==> config.mk <==
export PLATFORM = sky130hd
export DESIGN_NAME = min_sec_counter
export DESIGN_NICKNAME = d
export VERILOG_FILES = /design/src/rtl/clock_pkg.sv /design/src/rtl/btn_debounce.sv /design/src/rtl/min_sec_counter.sv
export SDC_FILE = /design/constraint.sdc
export NUM_CORES = 1
export LEC_CHECK = 0
export ABC_CLOCK_PERIOD_IN_PS = 4070
export CORE_MARGIN = 4
export CORE_UTILIZATION = 40
export CTS_CLUSTER_SIZE = 25
export DETAILED_ROUTE_END_ITERATION = 10
export PLACE_DENSITY = 0.68
export SLEW_MARGIN = 20
export SYNTH_ARGS = -nofsm -noshare
export SYNTH_HDL_FRONTEND = slang
export SYNTH_SLANG_ARGS = --single-unit
==> constraint.sdc <==
create_clock -name clk -period 4.07 [get_ports clk]
set_input_delay 0.814 -clock clk [delete_from_list [all_inputs] [get_ports clk]]
set_output_delay 0.814 -clock clk [all_outputs]
set_load 0.01 [all_outputs]
==> src/rtl/clock_pkg.sv <==
// clock_pkg: shared types, constants and BCD helpers for the clock chain.
//   bcd_digit_t   - one BCD digit (4 bits)
//   bcd2_t        - two BCD digits, tens in [7:4]
//   bcd_inc_t     - result of a mod-60 BCD increment: wrap flag + next value
//   bcd_inc_mod60 - 00..59 increment; also used by the hour stage's set logic
package clock_pkg;

    typedef logic [3:0] bcd_digit_t;
    typedef logic [7:0] bcd2_t;

    typedef struct packed {
        logic  wrap;
        bcd2_t value;
    } bcd_inc_t;

    localparam bcd2_t BCD_59   = 8'h59;
    localparam bcd2_t BCD_ZERO = 8'h00;

    // Illegal codes (digit > 9 or tens > 5) recover to 00 without flagging a wrap,
    // so an upset value can never produce a carry into the next stage.
    function automatic bcd_inc_t bcd_inc_mod60(input bcd2_t v);
        bcd_inc_t   r;
        bcd_digit_t tens;
        bcd_digit_t ones;
        tens    = v[7:4];
        ones    = v[3:0];
        r.wrap  = 1'b0;
        r.value = BCD_ZERO;
        if (tens > 4'd5 || ones > 4'd9) begin
            r.value = BCD_ZERO;
        end else if (v == BCD_59) begin
            r.wrap = 1'b1;
        end else if (ones == 4'd9) begin
            r.value = {tens + 4'd1, 4'd0};
        end else begin
            r.value = {tens, ones + 4'd1};
        end
        return r;
    endfunction

endpackage

==> src/rtl/btn_debounce.sv <==
// btn_debounce: 2-flop synchroniser, optional stable-count filter and press pulse.
//   clk   - system clock, rising edge
//   clr   - asynchronous active-high reset; all state released to 0
//   btn   - raw asynchronous button, active-high
//   press - one-cycle pulse on each accepted 0->1 transition
// Macro MS_DEBOUNCE_EN: when defined, the accepted level changes only after
// DEB_CYCLES consecutive equal synchronised samples; otherwise the synchronised
// input is the accepted level and DEB_CYCLES has no effect.
module btn_debounce #(
    parameter int unsigned DEB_CYCLES = 16
) (
    input  logic clk,
    input  logic clr,
    input  logic btn,
    output logic press
);

    if (DEB_CYCLES < 2) begin : g_deb_chk
        $error("btn_debounce: DEB_CYCLES must be at least 2");
    end

    logic sync1_q;
    logic sync2_q;
    logic level;
    logic level_prev_q;

    always_ff @(posedge clk or posedge clr) begin
        if (clr) begin
            sync1_q <= 1'b0;
            sync2_q <= 1'b0;
        end else begin
            sync1_q <= btn;
            sync2_q <= sync1_q;
        end
    end

`ifdef MS_DEBOUNCE_EN
    localparam int unsigned CW = $clog2(DEB_CYCLES);
    localparam logic [CW-1:0] CNT_MAX = CW'(DEB_CYCLES - 1);

    logic [CW-1:0] cnt_q;
    logic          level_q;

    // cnt_q counts consecutive samples that disagree with the accepted level;
    // the DEB_CYCLES-th such sample flips the level.
    always_ff @(posedge clk or posedge clr) begin
        if (clr) begin
            cnt_q   <= '0;
            level_q <= 1'b0;
        end else if (sync2_q == level_q) begin
            cnt_q <= '0;
        end else if (cnt_q == CNT_MAX) begin
            cnt_q   <= '0;
            level_q <= sync2_q;
        end else begin
            cnt_q <= cnt_q + CW'(1);
        end
    end

    assign level = level_q;
`else
    assign level = sync2_q;
`endif

    always_ff @(posedge clk or posedge clr) begin
        if (clr) begin
            level_prev_q <= 1'b0;
        end else begin
            level_prev_q <= level;
        end
    end

    assign press = level & ~level_prev_q;

endmodule

==> src/rtl/min_sec_counter.sv <==
// min_sec_counter: BCD seconds/minutes stage of the clock chain.
//   clk      - system clock, rising edge
//   clr      - asynchronous active-high reset
//   set_mode - 1 = set mode, 0 = run mode (asynchronous, synchronised here)
//   btn_min  - raw minute-advance button (acts in set mode only)
//   btn_hour - raw hour-advance button (acts in set mode only)
//   sec, min - two-digit BCD seconds and minutes, tens in [7:4]
//   hour_inc - one-cycle pulse advancing the hour stage
//   sec_tick - one-cycle pulse on every one-second prescaler wrap
// PRESC_DIV clock cycles form one second. Macro MS_DEBOUNCE_EN (in btn_debounce)
// enables the DEB_CYCLES button filter.
module min_sec_counter
    import clock_pkg::*;
#(
    parameter int unsigned PRESC_DIV  = 1000,
    parameter int unsigned DEB_CYCLES = 16
) (
    input  logic       clk,
    input  logic       clr,
    input  logic       set_mode,
    input  logic       btn_min,
    input  logic       btn_hour,
    output logic [7:0] sec,
    output logic [7:0] min,
    output logic       hour_inc,
    output logic       sec_tick
);

    if (PRESC_DIV < 2) begin : g_presc_chk
        $error("min_sec_counter: PRESC_DIV must be at least 2");
    end

    localparam int unsigned PW = $clog2(PRESC_DIV);
    localparam logic [PW-1:0] PRESC_MAX = PW'(PRESC_DIV - 1);

    logic          set1_q;
    logic          set_sync_q;
    logic [PW-1:0] presc_q, presc_d;
    bcd2_t         sec_q, sec_d;
    bcd2_t         min_q, min_d;
    logic          hour_inc_q, hour_inc_d;
    logic          min_press;
    logic          hour_press;
    bcd_inc_t      sec_nxt;
    bcd_inc_t      min_nxt;

    btn_debounce #(
        .DEB_CYCLES (DEB_CYCLES)
    ) u_deb_min (
        .clk   (clk),
        .clr   (clr),
        .btn   (btn_min),
        .press (min_press)
    );

    btn_debounce #(
        .DEB_CYCLES (DEB_CYCLES)
    ) u_deb_hour (
        .clk   (clk),
        .clr   (clr),
        .btn   (btn_hour),
        .press (hour_press)
    );

    // Set mode gates the tick, so a wrap coinciding with entry into set mode is dropped.
    assign sec_tick = ~set_sync_q & (presc_q == PRESC_MAX);

    always_comb begin
        presc_d    = presc_q;
        sec_d      = sec_q;
        min_d      = min_q;
        hour_inc_d = 1'b0;
        sec_nxt    = bcd_inc_mod60(sec_q);
        min_nxt    = bcd_inc_mod60(min_q);
        if (set_sync_q) begin
            // Holding the prescaler at 0 makes the first second after exit a full one.
            presc_d = '0;
            sec_d   = BCD_ZERO;
            if (min_press) begin
                min_d = min_nxt.value;
            end
            // Keeps pulses separated when a run-mode carry is directly followed by a press.
            hour_inc_d = hour_press & ~hour_inc_q;
        end else if (sec_tick) begin
            presc_d = '0;
            sec_d   = sec_nxt.value;
            if (sec_nxt.wrap) begin
                min_d      = min_nxt.value;
                hour_inc_d = min_nxt.wrap;
            end
        end else begin
            presc_d = presc_q + PW'(1);
        end
    end

    always_ff @(posedge clk or posedge clr) begin
        if (clr) begin
            set1_q     <= 1'b0;
            set_sync_q <= 1'b0;
            presc_q    <= '0;
            sec_q      <= BCD_ZERO;
            min_q      <= BCD_ZERO;
            hour_inc_q <= 1'b0;
        end else begin
            set1_q     <= set_mode;
            set_sync_q <= set1_q;
            presc_q    <= presc_d;
            sec_q      <= sec_d;
            min_q      <= min_d;
            hour_inc_q <= hour_inc_d;
        end
    end

    assign sec      = sec_q;
    assign min      = min_q;
    assign hour_inc = hour_inc_q;

endmodule
==> results of run 1 <==
per-layer routing:
metal | global-route usage | vias up | share of wire
met4 | 0.0483 | 0 | 0.016
li1 | - | 661 | -
met3 | 0.0492 | 6 | 0.036
met1 | 0.169 | 645 | 0.45
met2 | 0.249 | 23 | 0.50
met5 | 0 | - | 0
registers in the layout (all words and copies together), names as in the netlist:
signal	cells
presc_q	10
min	8
sec	8
hour_inc	1
set1_q	1
set_sync_q	1
u_deb_hour.level	1
u_deb_hour.level_prev_q	1
u_deb_hour.sync1_q	1
u_deb_min.level	1
u_deb_min.level_prev_q	1
u_deb_min.sync1_q	1
Yosys cell counts, drive strengths merged:
cell type,n
or3,2
nand4,3
ha,7
nand3,14
and3b,1
nor3,3
nor2b,1
xnor2,3
a41oi,2
o41ai,2
mux2i,1
or4,1
a32o,1
nor2,19
clkbuf,1
inv,8
o21a,2
nand2b,3
a21o,2
o32ai,1
buf,1
dfrtp,35
a32oi,1
nand2,15
nor4b,1
nor4,1
a211o,2
nand4bb,1
xor2,4
a21oi,6
and3,3
o21ai,16
a31o,1
o31ai,2
nor3b,2
critical path, cell delays in order, from the launching register on:
cell             delay, ps
dfrtp_1                370
ha_1                   290
nand4_4                170
or4_4                  540
nor2_1                 110
clkdlybuf4s50_1        550
power by group through the flow:
stage          combinational [W]  sequential (W)  clock [W]
2_1_floorplan          0.0000756        0.000421          0
3_3_place_gp            0.000145        0.000416          0
3_5_place_dp            0.000148        0.000419          0
4_1_cts                 0.000149        0.000412   0.000247
5_1_grt                 0.000165        0.000418   0.000265
6_report                0.000147        0.000412   0.000239
metrics by stage:
stage	hold slack, ps	cells	area [um^2]	setup slack, ps
global route	364	247	2090	802
floorplan	331	168	1730	1820
CTS	352	247	2090	941
global placement	333	239	2010	1320
detailed placement	337	239	2010	1260
finish	350	247	2090	953
cell type report:
cell class,instances,share of cell area
tap,50,0.0299
inverter,8,0.0144
multi-input combinational,123,0.389
timing repair buffer,23,0.109
clock inverter,1,0.00240
clock buffer,7,0.0365
sequential,35,0.419
kinds of logic after synthesis:
group	after synthesis	share of synthesized area
buffers and inverters	10	0.0239
flip-flops	35	0.507
adder cells (fa/ha/maj)	7	0.0506
AND/OR/NAND/NOR	70	0.221
XOR/XNOR	7	0.0355
multiplexers	1	0.00579
AO/OA/AOI/OAI	38	0.156
final timing paths:
check                                        from         endpoint  slack (ps)  depth (start not counted)
worst max-delay path                   presc_q[0]         sec_tick         950                          5
worst min-delay path            u_deb_min.sync1_q  u_deb_min.level         350                          0
worst max register to register         presc_q[0]           sec[7]        1820                          6
worst min register to register  u_deb_min.sync1_q  u_deb_min.level         350                          0
max in group asynchronous                     clr           sec[3]        2820                          3
min in group asynchronous                     clr           min[4]         920                          3
==> flow_summary.ini, run 1 <==
[outcome]
status = finished clean

[synthesis]
syn_nets = 180
synth_top_area_frac = 0.507
synth_largest_area_cell = dfrtp_1
syn_area_per_cell_um2 = 10.3
synth_warnings = 0
synth_area_um2 = 1730
synth_cell_types = 41
seq_area_frac_synth = 0.507
syn_inst = 168
synth_area_leaders = dfrtp_1 (51%), ha_1 (5.1%), nor2_1 (4.1%), nand3_1 (4.1%), nand2_1 (3.3%)
synth_seq_cells = 35

[die]
pin_count = 23
dieArea_um2 = 5440
rows = 23
coreArea_um2 = 4090
die_w_um = 73.8
die_y_um = 73.8
initial_utilization = 0.423

[placement]
hpwl_mm = 2.45
portBuffers = 22
gp_congestion = 0.797

[setup_path]
path_max_fanout = 4
end_kind = output pin
crit_arrival_ps = 2300
start_kind = register
critical_path_class = reg2out
crit_required_ps = 3260

[final_layout]
drive_above_1_share = 0.0761
final_common_cell = dfrtp_1
fin_nets = 208
ff_latch_area_um2 = 876
antenna_cells = 0
final_cell_mix = dfrtp_1 (35), clkdlybuf4s50_1 (22), nor2_1 (19)
final_util = 0.511
syn2layout_area_growth_pct = 20.8
multi_input_area_um2 = 812
fillers = 388

[power_and_ir_drop]
swShare = 0.282
vdd_ir_drop_max_uv = 183
p_seq_frac = 0.516
p_leak_nw = 0.904
pwr-share-comb = 0.184
p_per_area_nw_per_um2 = 382
internal_power_w = 0.000573
power_w = 0.000798
clkPwrFrac = 0.299
net-switching-power_w = 0.000225

[routing]
postRouteAntennaNets = 0
firstDrtPassIters = 4
drcViolationCount = 0
wl_per_cell_um = 13.8
vias = 1335
drtIter0Drc = 99
vias_per_cell = 5.40
routed_wl_mm = 3.41

[timing]
period_share = 0.766
skew_ps = 8.30
max_clock_freq_mhz = 321
tns_ps = 0
rsz0062_at_grt = false
drv_slew = 0
finalCriticalPeriod_ps = 3120
hold_violations = 0
worst_slew_margin_rel = 0.448
worst_pin_slew_ps = 826
final-setup-viol-count = 0

[clocking]
cts_max_level = 2
post_cts_buffers = 0
clk_pin_slew_ps = 70
cts_tree = yes
clock-sinks = 35
ctsResizeCount = 0
cts_buffers = 5
cts-root-buf = clkbuf_8
cts_hold_buf = 0
cts_buffer_depth = 2
clock_latency_ps = 280

[job]
cap_viol_max_count = 0

[grt]
grt.overflow.total = 0
grt_antenna_before_repair = 0
grt_pass1_vias = 1365
grt_pass1_wl_mm = 6.11
grt_util_all_layers = 0.145
grt_max_degree = 36

[worst_hold_path]
hold_class = reg2reg
(Power assumes the default switching activity.)
==> inputs of run 2 (changes only) <==
--- a/config.mk
+++ b/config.mk
@@ -5,7 +5,7 @@
 export SDC_FILE = /design/constraint.sdc
 export NUM_CORES = 1
 export LEC_CHECK = 0
-export ABC_CLOCK_PERIOD_IN_PS = 4070
+export ABC_CLOCK_PERIOD_IN_PS = 2900
 export CORE_MARGIN = 4
 export CORE_UTILIZATION = 40
 export CTS_CLUSTER_SIZE = 25
==> constraint.sdc (replaced) <==
create_clock -name clk -period 2.9 [get_ports clk]
set_input_delay 0.58 -clock clk [delete_from_list [all_inputs] [get_ports clk]]
set_output_delay 0.58 -clock clk [all_outputs]
set_load 0.01 [all_outputs]
==> flow_summary.ini, run 2 (synthesized netlist as in run 1, its figures left out) <==
[outcome]
status = finished clean

[routing]
drtIter0Drc = 145
routed_wl_mm = 3.44
firstDrtPassIters = 4
vias = 1339
vias_per_cell = 5.40
postRouteAntennaNets = 0
drcViolationCount = 0
wl_per_cell_um = 13.9

[job]
cap_viol_max_count = 0

[timing]
tns_ps = 0
final-setup-viol-count = 0
worst_slew_margin_rel = 0.622
drv_slew = 0
setup_ws_ps = 103
worst_pin_slew_ps = 565
max_clock_freq_mhz = 358
holdWs_ps = 351
finalCriticalPeriod_ps = 2800
hold_violations = 0
rsz0062_at_grt = false
period_share = 0.964
skew_ps = 8.24

[die]
initial_utilization = 0.423
die_w_um = 73.8
pin_count = 23
dieArea_um2 = 5440
die_y_um = 73.8
rows = 23
coreArea_um2 = 4090

[setup_path]
start_kind = register
cp_slowest_cell = clkdlybuf4s50_1
path_cells = ha_4, nand4_4, or4_4, nor2_1, clkdlybuf4s50_1
critical_path_class = reg2out
startpoint = presc_q[0]
cp_top_family = simple AND/OR/NAND/NOR gates
cp_slowest_stage_delay_ps = 540
path_max_fanout = 4
critPathBufInv = 1
r2r-end = sec[6]
crit_required_ps = 2320
end_kind = output pin
ff2ff_setup_slack_ps = 830
cp_num_cells = 5
crit_arrival_ps = 2220
setup.worst_path.end = sec_tick
reg2regPathDepth = 7
reg2reg_from = presc_q[0]

[power_and_ir_drop]
p_leak_nw = 0.917
power_w = 0.00118
vdd_ir_drop_max_uv = 365
p_per_area_nw_per_um2 = 555

[grt]
grt_pass1_vias = 1313
met1_usage = 0.170
busiest_layer = met2
grt_util_all_layers = 0.142
grt_antenna_before_repair = 0
grt.overflow.total = 0
grt_use_met3 = 0.0547
grt_pass1_wl_mm = 5.88
use_met2 = 0.234
grt_max_degree = 36

[worst_hold_path]
hold_class = reg2reg

[clocking]
cts-root-buf = clkbuf_8
cts_tree = yes
clk_pin_slew_ps = 70
clock-sinks = 35
cts_max_level = 2
clock_latency_ps = 280
cts_buffers = 5
post_cts_buffers = 0
cts_buffer_depth = 2
cts_hold_buf = 0

[placement]
place_ws_ps = 346
hpwl_mm = 2.43
gp_congestion = 0.789
portBuffers = 22

[final_layout]
fin_nets = 209
final_common_cell = dfrtp_1
top_register = presc_q
largest_reg_flops = 10
antenna_cells = 0
final_cell_mix = dfrtp_1 (35), clkdlybuf4s50_1 (22), nor2_1 (19)
syn2layout_area_growth_pct = 23.1
drive_above_1_share = 0.0909
==> run 2: changes by cell type in the layout (fill, tap and decap cells not counted) <==
cell	change
clkbuf_8	+2
buf_4	+1
clkbuf_1	-1
clkinv_2	-1
ha_1	-1
ha_4	+1
==> run 2: how the worst min path moves through the flow <==
stage / startpoint / endpoint / slack (ps) / cells after the start
detailed placement: u_deb_min.sync1_q / u_deb_min.level / 340 / 0
floorplan: set1_q / set_sync_q / 330 / 0
global placement: u_deb_min.sync1_q / u_deb_min.level / 330 / 0
CTS: u_deb_min.sync1_q / u_deb_min.level / 350 / 0
global route: set1_q / set_sync_q / 360 / 0
finish: u_deb_min.sync1_q / u_deb_min.level / 350 / 0
==> run 2: layer usage <==
metal  routed length, um  share of wire
met4                  20         0.0058
met1                1540           0.45
met3                 111          0.032
met5                   0              0
met2                1770           0.51
==> run 2: area by class of cell <==
type	count	area (um^2)
Tap cell	50	62.6
Inverter	8	30.0
Sequential cell	35	876
Timing Repair Buffer	24	235
Clock buffer	8	100
Multi-Input combinational cell	123	825
Fill cell	354	1960
==> run 2: through the flow <==
step | utilization | area [um^2] | std cells
floorplan | - | 1730 | 168
global placement | 0.493 | 2020 | 240
detailed placement | 0.493 | 2020 | 240
CTS | 0.518 | 2120 | 248
global route | 0.521 | 2130 | 248
finish | 0.521 | 2130 | 248
==> run 2: power breakdown <==
| group | total (W) | switching, W | internal (W) |
|---|---|---|---|
| clock network | 0.000390 | 0.000173 | 0.000217 |
| logic | 0.000210 | 0.0000994 | 0.000110 |
| registers | 0.000580 | 0.0000532 | 0.000527 |
| total | 0.00118 | 0.000326 | 0.000855 |
==> run 2: repair_timing <==
action | CTS | global route
endpoints found under the setup margin | 0 | 1
hold endpoints to repair | 0 | 0
resized for setup | 0 | 2
